`src/rtl/bash_pkg.sv`:
```
// Shared types and constants for the bash terminal line agent.
// The byte strings are packed MSB-first: character 0 sits in the top byte.
package bash_pkg;

   localparam int BUFFER_LEN = 128;
   localparam int HELP_LEN   = 20;
   localparam int NF_LEN     = 17;

   localparam logic [7:0] CHAR_NUL   = 8'h00;
   localparam logic [7:0] CHAR_SPACE = 8'h20;

   localparam logic [31:0] KW_ECHO = "echo";
   localparam logic [31:0] KW_HELP = "help";
   localparam logic [31:0] KW_READ = "read";

   localparam logic [8*HELP_LEN-1:0] HELP_STR = "cmds: echo help read";
   localparam logic [8*NF_LEN-1:0]   NF_STR   = "command not found";

   typedef enum logic [3:0] {
      S_IDLE,
      S_FETCH,
      S_GAP,
      S_DRAIN,
      S_DECODE,
      S_RESP,
      S_RESP_GAP,
      S_REQ,
      S_WAIT_LINE,
      S_SOLVE
   } state_e;

   typedef enum logic [1:0] {
      SRC_BUF,
      SRC_HELP,
      SRC_NF
   } src_e;

   // Clamp the terminal's 13-bit line length to what the buffer can hold.
   function automatic logic [7:0] clamp_len(input logic [12:0] len);
      if (len > 13'(BUFFER_LEN)) begin
         return 8'(BUFFER_LEN);
      end
      return len[7:0];
   endfunction

endpackage

```
`src/rtl/bash_resp_rom.sv`:
```
// Fixed response strings (help / not-found) indexed by character position.
// Positions past the string end read back as the line terminator.
module bash_resp_rom
   import bash_pkg::*;
(
   input  src_e       sel_i,
   input  logic [7:0] idx_i,
   output logic [7:0] char_o
);

   logic [8*HELP_LEN-1:0] help_sh;
   logic [8*NF_LEN-1:0]   nf_sh;

   // Shift the wanted character into the top byte instead of indexing variably.
   assign help_sh = HELP_STR << {idx_i, 3'b000};
   assign nf_sh   = NF_STR << {idx_i, 3'b000};

   always_comb begin
      char_o = CHAR_NUL;
      unique case (sel_i)
         SRC_HELP: begin
            if (idx_i < 8'(HELP_LEN)) begin
               char_o = help_sh[8*HELP_LEN-1 -: 8];
            end
         end
         SRC_NF: begin
            if (idx_i < 8'(NF_LEN)) begin
               char_o = nf_sh[8*NF_LEN-1 -: 8];
            end
         end
         default: char_o = CHAR_NUL;
      endcase
   end

endmodule

```
`src/rtl/bash_line_agent.sv`:
```
// Command-side peer of the bash terminal: captures a line, decodes the
// built-in commands, streams the response and completes the solve handshake.
//
// state      | meaning
// -----------+----------------------------------------------------------
// IDLE       | wait for a command line from the terminal
// FETCH      | store one character, pulse cmd_next
// GAP        | let the terminal's read index settle
// DRAIN      | wait for cmd_ready to drop so the line is not re-captured
// DECODE     | pick the response source
// RESP       | present response characters until the terminator is taken
// RESP_GAP   | one idle cycle after the terminator
// REQ        | ask the terminal for one more user line
// WAIT_LINE  | like IDLE, but the captured line is echoed back
// SOLVE      | hold solved_req until the terminal acknowledges
module bash_line_agent
   import bash_pkg::*;
(
   input  logic        clk,
   input  logic        rst_n,
   input  logic        cmd_ready,
   input  logic [12:0] cmd_len,
   input  logic [7:0]  cmd_char,
   output logic        cmd_next,
   output logic        resp_ready,
   output logic [7:0]  resp_char,
   input  logic        resp_next,
   output logic        solved_req,
   input  logic        solved_ack,
   output logic        line_req,
   input  logic        line_ack
);

   state_e     state_q, state_d;
   logic [7:0] len_q, len_d;
   logic [7:0] cnt_q, cnt_d;
   logic [7:0] ptr_q, ptr_d;
   logic [7:0] end_q, end_d;
   src_e       src_q, src_d;
   logic       echo_line_q, echo_line_d;

   logic [7:0]  buf_q [BUFFER_LEN];
   logic [7:0]  len_in;
   logic [7:0]  rom_char;
   logic [7:0]  buf_char;
   logic [7:0]  cur_char;
   logic [31:0] kw;

   assign len_in   = clamp_len(cmd_len);
   assign kw       = {buf_q[0], buf_q[1], buf_q[2], buf_q[3]};
   assign buf_char = (ptr_q < end_q) ? buf_q[ptr_q[6:0]] : CHAR_NUL;
   assign cur_char = (src_q == SRC_BUF) ? buf_char : rom_char;

   bash_resp_rom u_rom (
      .sel_i  (src_q),
      .idx_i  (ptr_q),
      .char_o (rom_char)
   );

   always_ff @(posedge clk or negedge rst_n) begin
      if (!rst_n) begin
         state_q     <= S_IDLE;
         len_q       <= '0;
         cnt_q       <= '0;
         ptr_q       <= '0;
         end_q       <= '0;
         src_q       <= SRC_BUF;
         echo_line_q <= 1'b0;
      end else begin
         state_q     <= state_d;
         len_q       <= len_d;
         cnt_q       <= cnt_d;
         ptr_q       <= ptr_d;
         end_q       <= end_d;
         src_q       <= src_d;
         echo_line_q <= echo_line_d;
      end
   end

   // Line storage carries no reset: only indices below len_q are ever read.
   always_ff @(posedge clk) begin
      if (state_q == S_FETCH) begin
         buf_q[cnt_q[6:0]] <= cmd_char;
      end
   end

   always_comb begin
      state_d     = state_q;
      len_d       = len_q;
      cnt_d       = cnt_q;
      ptr_d       = ptr_q;
      end_d       = end_q;
      src_d       = src_q;
      echo_line_d = echo_line_q;
      cmd_next    = 1'b0;
      resp_ready  = 1'b0;
      resp_char   = CHAR_NUL;
      solved_req  = 1'b0;
      line_req    = 1'b0;

      unique case (state_q)
         S_IDLE, S_WAIT_LINE: begin
            if (cmd_ready) begin
               len_d       = len_in;
               cnt_d       = '0;
               echo_line_d = (state_q == S_WAIT_LINE);
               state_d     = (len_in == 8'd0) ? S_DRAIN : S_FETCH;
            end
         end
         S_FETCH: begin
            cmd_next = 1'b1;
            cnt_d    = cnt_q + 8'd1;
            state_d  = S_GAP;
         end
         S_GAP: begin
            state_d = (cnt_q < len_q) ? S_FETCH : S_DRAIN;
         end
         S_DRAIN: begin
            if (!cmd_ready) begin
               state_d = S_DECODE;
            end
         end
         S_DECODE: begin
            echo_line_d = 1'b0;
            ptr_d       = '0;
            end_d       = '0;
            src_d       = SRC_BUF;
            // len_q >= 4 keeps stale bytes of an earlier line from matching.
            if (echo_line_q) begin
               end_d   = len_q;
               state_d = S_RESP;
            end else if (len_q == 8'd0) begin
               state_d = S_SOLVE;
            end else if (len_q >= 8'd4 && kw == KW_ECHO &&
                         (len_q == 8'd4 || buf_q[4] == CHAR_SPACE)) begin
               ptr_d   = (len_q <= 8'd5) ? len_q : 8'd5;
               end_d   = len_q;
               state_d = S_RESP;
            end else if (len_q == 8'd4 && kw == KW_HELP) begin
               src_d   = SRC_HELP;
               state_d = S_RESP;
            end else if (len_q == 8'd4 && kw == KW_READ) begin
               state_d = S_REQ;
            end else begin
               src_d   = SRC_NF;
               state_d = S_RESP;
            end
         end
         S_RESP: begin
            resp_ready = 1'b1;
            resp_char  = cur_char;
            if (resp_next) begin
               if (cur_char == CHAR_NUL) begin
                  state_d = S_RESP_GAP;
               end else begin
                  ptr_d = ptr_q + 8'd1;
               end
            end
         end
         S_RESP_GAP: begin
            state_d = S_SOLVE;
         end
         S_REQ: begin
            line_req = 1'b1;
            if (line_ack) begin
               state_d = S_WAIT_LINE;
            end
         end
         S_SOLVE: begin
            solved_req = 1'b1;
            if (solved_ack) begin
               state_d = S_IDLE;
            end
         end
         default: state_d = S_IDLE;
      endcase
   end

endmodule

```
`config.mk`:
```
export PLATFORM = sky130hd
export DESIGN_NAME = bash_line_agent
export DESIGN_NICKNAME = d
export VERILOG_FILES = /design/src/rtl/bash_pkg.sv /design/src/rtl/bash_resp_rom.sv /design/src/rtl/bash_line_agent.sv
export SDC_FILE = /design/constraint.sdc
export NUM_CORES = 1
export LEC_CHECK = 0
export CORE_UTILIZATION = 54
export DETAILED_ROUTE_END_ITERATION = 8
export GPL_TIMING_DRIVEN = 0
export PLACE_DENSITY = 0.76
export SLEW_MARGIN = 10
export SYNTH_ARGS = -nofsm -noshare
export SYNTH_HDL_FRONTEND = slang
export SYNTH_SLANG_ARGS = --single-unit
```
`constraint.sdc`:
```
create_clock -name clk -period 6.7 [get_ports clk]
set_input_delay 2.01 -clock clk [delete_from_list [all_inputs] [get_ports clk]]
set_output_delay 2.01 -clock clk [all_outputs]
set_load 0.1 [all_outputs]
```
==> flow_summary.yaml <==
outcome:
  status: "complete, but fails checks"
  violations: "setup timing"
critical_path:
  required_ps: 4690
  worst_r2r_endpoint: "ptr_q[1]"
  crit_top_cell: "buf_2"
  end_kind: "output port"
  r2r_setup_slack_ps: 1880
  path_max_fanout: 11
  critPathBufInv: 5
  worst_r2r_path_depth: 15
  crit_chain: "buf_2, nor2b_1, buf_2, clkbuf_4, clkbuf_2, nand2_1, a31oi_1, o21ai_1, nor2_1, clkdlybuf4s15_2"
  slowest_delay_ps: 570
  cp_slowest_cell: "clkdlybuf4s15_2"
  startpoint_type: "flip-flop"
  timing.rr.start: "ptr_q[0]"
  cp.arrival_ps: 4780
  cpLargestDelayFamily: "buffers and inverters"
  cp.depth: 10
  crit_type: "reg -> out"
clock_tree:
  hold_buffers: 0
  cts_buffer_depth: 3
  cts_root_buffer: "clkbuf_16"
  cts_max_level: 3
  worstSkewPairLatency_ps: 680
  cts_buffers: 107
  cts_tree: "built"
  clk_pin_slew_ps: 60
  cts.sinks: 1063
sta:
  rsz0062_at_grt: "no"
  fin_ws_ps: -85.8
  finalSetupViolCount: 4
  finalCritPeriodShare_pct: 101
  finalCriticalPeriod_ps: 6790
  finClkSkew_ps: 36.2
  worst_pin_slew_ps: 1360
  max_freq_ghz: 0.147
  slew_violations: 0
  finalHoldViolations: 0
  slew_headroom_pct: 9.65
power:
  pwr_density_cell_nw_per_um2: 411
  p_leak_nw: 15.6
  total_power_mw: 20.0
  vdd_drop_max_v: 0.000225
min_path:
  holdPathStages: 2
  min_from: "end_q[0]"
  holdPathEnd: "end_q[0]"
  hp-class: "reg -> reg"
global_routing:
  antenna_found_initial: 7
  grt_pass1_vias: 25500
  grt_max_degree: 89
  overflow: 0
  track_usage_pct: 36.4
  grt_pass1_wl_um: 200000
routing:
  dr.pass1.iters: 6
  via_count: 26300
  viasPerCell: 7.23
  postRouteAntennaNets: 0
  wl_um: 146000
  wl_per_cell_um: 40.1
  drcViolationCount: 0
  drt-initial-drc-count: 4605
synthesis:
  synth-seq-cells: 1063
  yosys-top-cells-area: "edfxtp_1, mux4_2, dfrtp_1"
  syn_nets: 2384
  synth-main-ff-cell: "edfxtp_1"
  async_reset_ff_share_pct: 3.67
  netlist_area_sq_um: 43100
  synth_cell_types: 75
  seq_area_frac_synth_pct: 73.6
  yosysTopAreaCell: "edfxtp_1"
  yosysTopAreaCellShare_pct: 71.3
  yosysWarnings: 0
  syn_area_per_cell_sq_um: 18.4
  synthCells: 2337
  synth-edff-count: 1024
die:
  core_sq_um: 79000
  rows: 103
  dieArea_sq_um: 81000
  die_h_um: 285
  die_x_um: 285
  initial_core_util_pct: 54.6
  num_io_pins: 39
layout:
  nNetsFinal: 2550
  drive_above_1_share_pct: 20.6
  utilization_pct: 61.7
  area_growth_syn_to_layout_pct: 13.1
place:
  routabilityCongestion: 1.00
  port_buffers: 37
  dp_hpwl_um: 94300
run:
  drv_cap: 0
==> placed cells by master (no fill, tap or decap), drive strengths merged, types with 6 or more instances in the layout <==
cell	n
edfxtp	1024
mux4	216
nor2	182
clkbuf	174
nand2	133
buf	114
mux2i	80
o22ai	56
o21ai	43
clkinv	42
dfrtp	39
nand3	38
a21oi	37
inv	36
a22oi	34
nor3	29
ha	20
clkdlybuf4s50	20
a211oi	20
a22o	19
nand2b	17
nor2b	17
mux2	16
nor4	13
a31oi	11
nand4	10
bufinv	10
o32ai	10
a221oi	9
a21o	9
o221ai	9
and2	8
or3	7
diode	6
nand3b	6
nor4b	6
==> synthesized netlist by cell type, drive strengths merged, types with 4 or more instances <==
master,n
buf,83
mux2i,80
a31oi,11
or4,4
nand2,133
a22oi,34
mux2,16
a211oi,20
and4b,4
nor2,182
or3,7
clkbuf,44
inv,30
o32ai,10
edfxtp,1024
dfrtp,39
a21o,9
nor2b,17
and3,5
o221ai,9
and2,8
a32oi,5
o211ai,5
nand4b,4
mux4,216
nor4,13
a21oi,37
nand3,38
nand4,10
o21ai,43
a221oi,9
a22o,19
nor4b,6
ha,20
o22ai,56
nor3,29
nand3b,6
nand2b,17
==> per-stage QoR <==
step / setup TNS (ps) / setup WS [ps] / cell area (sq um) / hold slack, ps / instances
floorplan: 0 / 1290 / 43100 / 442 / 2337
global placement: -5370 / -855 / 44800 / 467 / 3424
detailed placement: -5340 / -874 / 45100 / 477 / 3442
CTS: 0 / 5.10 / 48700 / 491 / 3632
global route: 0 / 0.192 / 48800 / 537 / 3632
finish: -230 / -85.8 / 48800 / 495 / 3638
==> logic make-up (layout without fill, tap and decap cells) <==
logic type	after synthesis	after routing	synth area share, %
mux	312	312	13.7
flops	1063	1063	73.6
simple gates	492	492	5.29
compound gates	291	291	4.66
other cells	0	6	0
buf+inv	159	404	2.14
fa+ha+maj	20	20	0.580
==> how the worst max path moves through the flow <==
stage          startpoint            to  slack [ps]
5_1_grt          ptr_q[1]  resp_char[0]         0.2
4_1_cts          ptr_q[1]  resp_char[6]           5
3_5_place_dp     ptr_q[2]  resp_char[2]        -870
6_report         ptr_q[2]  resp_char[7]         -90
2_1_floorplan    ptr_q[1]  resp_char[1]        1290
3_3_place_gp     ptr_q[3]  resp_char[4]        -860
==> report_power, final <==
group          leakage (nW)  internal [mW]  switching, mW
sequential             9.72           7.38         0.0904
clock                  1.66           3.35           2.57
combinational          4.17           2.09           4.53
total                  15.6           12.8           7.19
==> timing repair <==
item,CTS,global route
gates resized for setup,99,12
buffers inserted,3,0
setup endpoints to repair,8,6
==> worst min-delay path, cell delays in order (launching register included) <==
cell and delay, ps:
dfrtp_1 350, nand2_1 50, o21ai_0 70
==> registers in the layout (all words and copies together) (netlist names) <==
register and cells:
state_q 4, cnt_q 8, len_q 8, echo_line_q 1, buf_q 1024, end_q 8, src_q 2, ptr_q 8
==> area by class of cell <==
| class | instances | area, sq um |
|---|---|---|
| antenna | 6 | 15.0 |
| buffer | 127 | 902 |
| clock buffer | 128 | 2800 |
| clock inverter | 60 | 584 |
| fill | 5387 | 30200 |
| inverter | 31 | 120 |
| multi-input combinational | 1115 | 10600 |
| sequential | 1063 | 31700 |
| tap | 1050 | 1310 |
| timing repair buffer | 58 | 663 |
==> metal layers <==
metal	GRT usage, %	share of wire, %	vias up
li1	-	-	9874
met4	24.1	7.6	10
met1	47.0	33	13300
met2	52.6	44	2580
met3	12.3	15	543
met5	1.07	0.11	-
(Power assumes the default switching activity.)
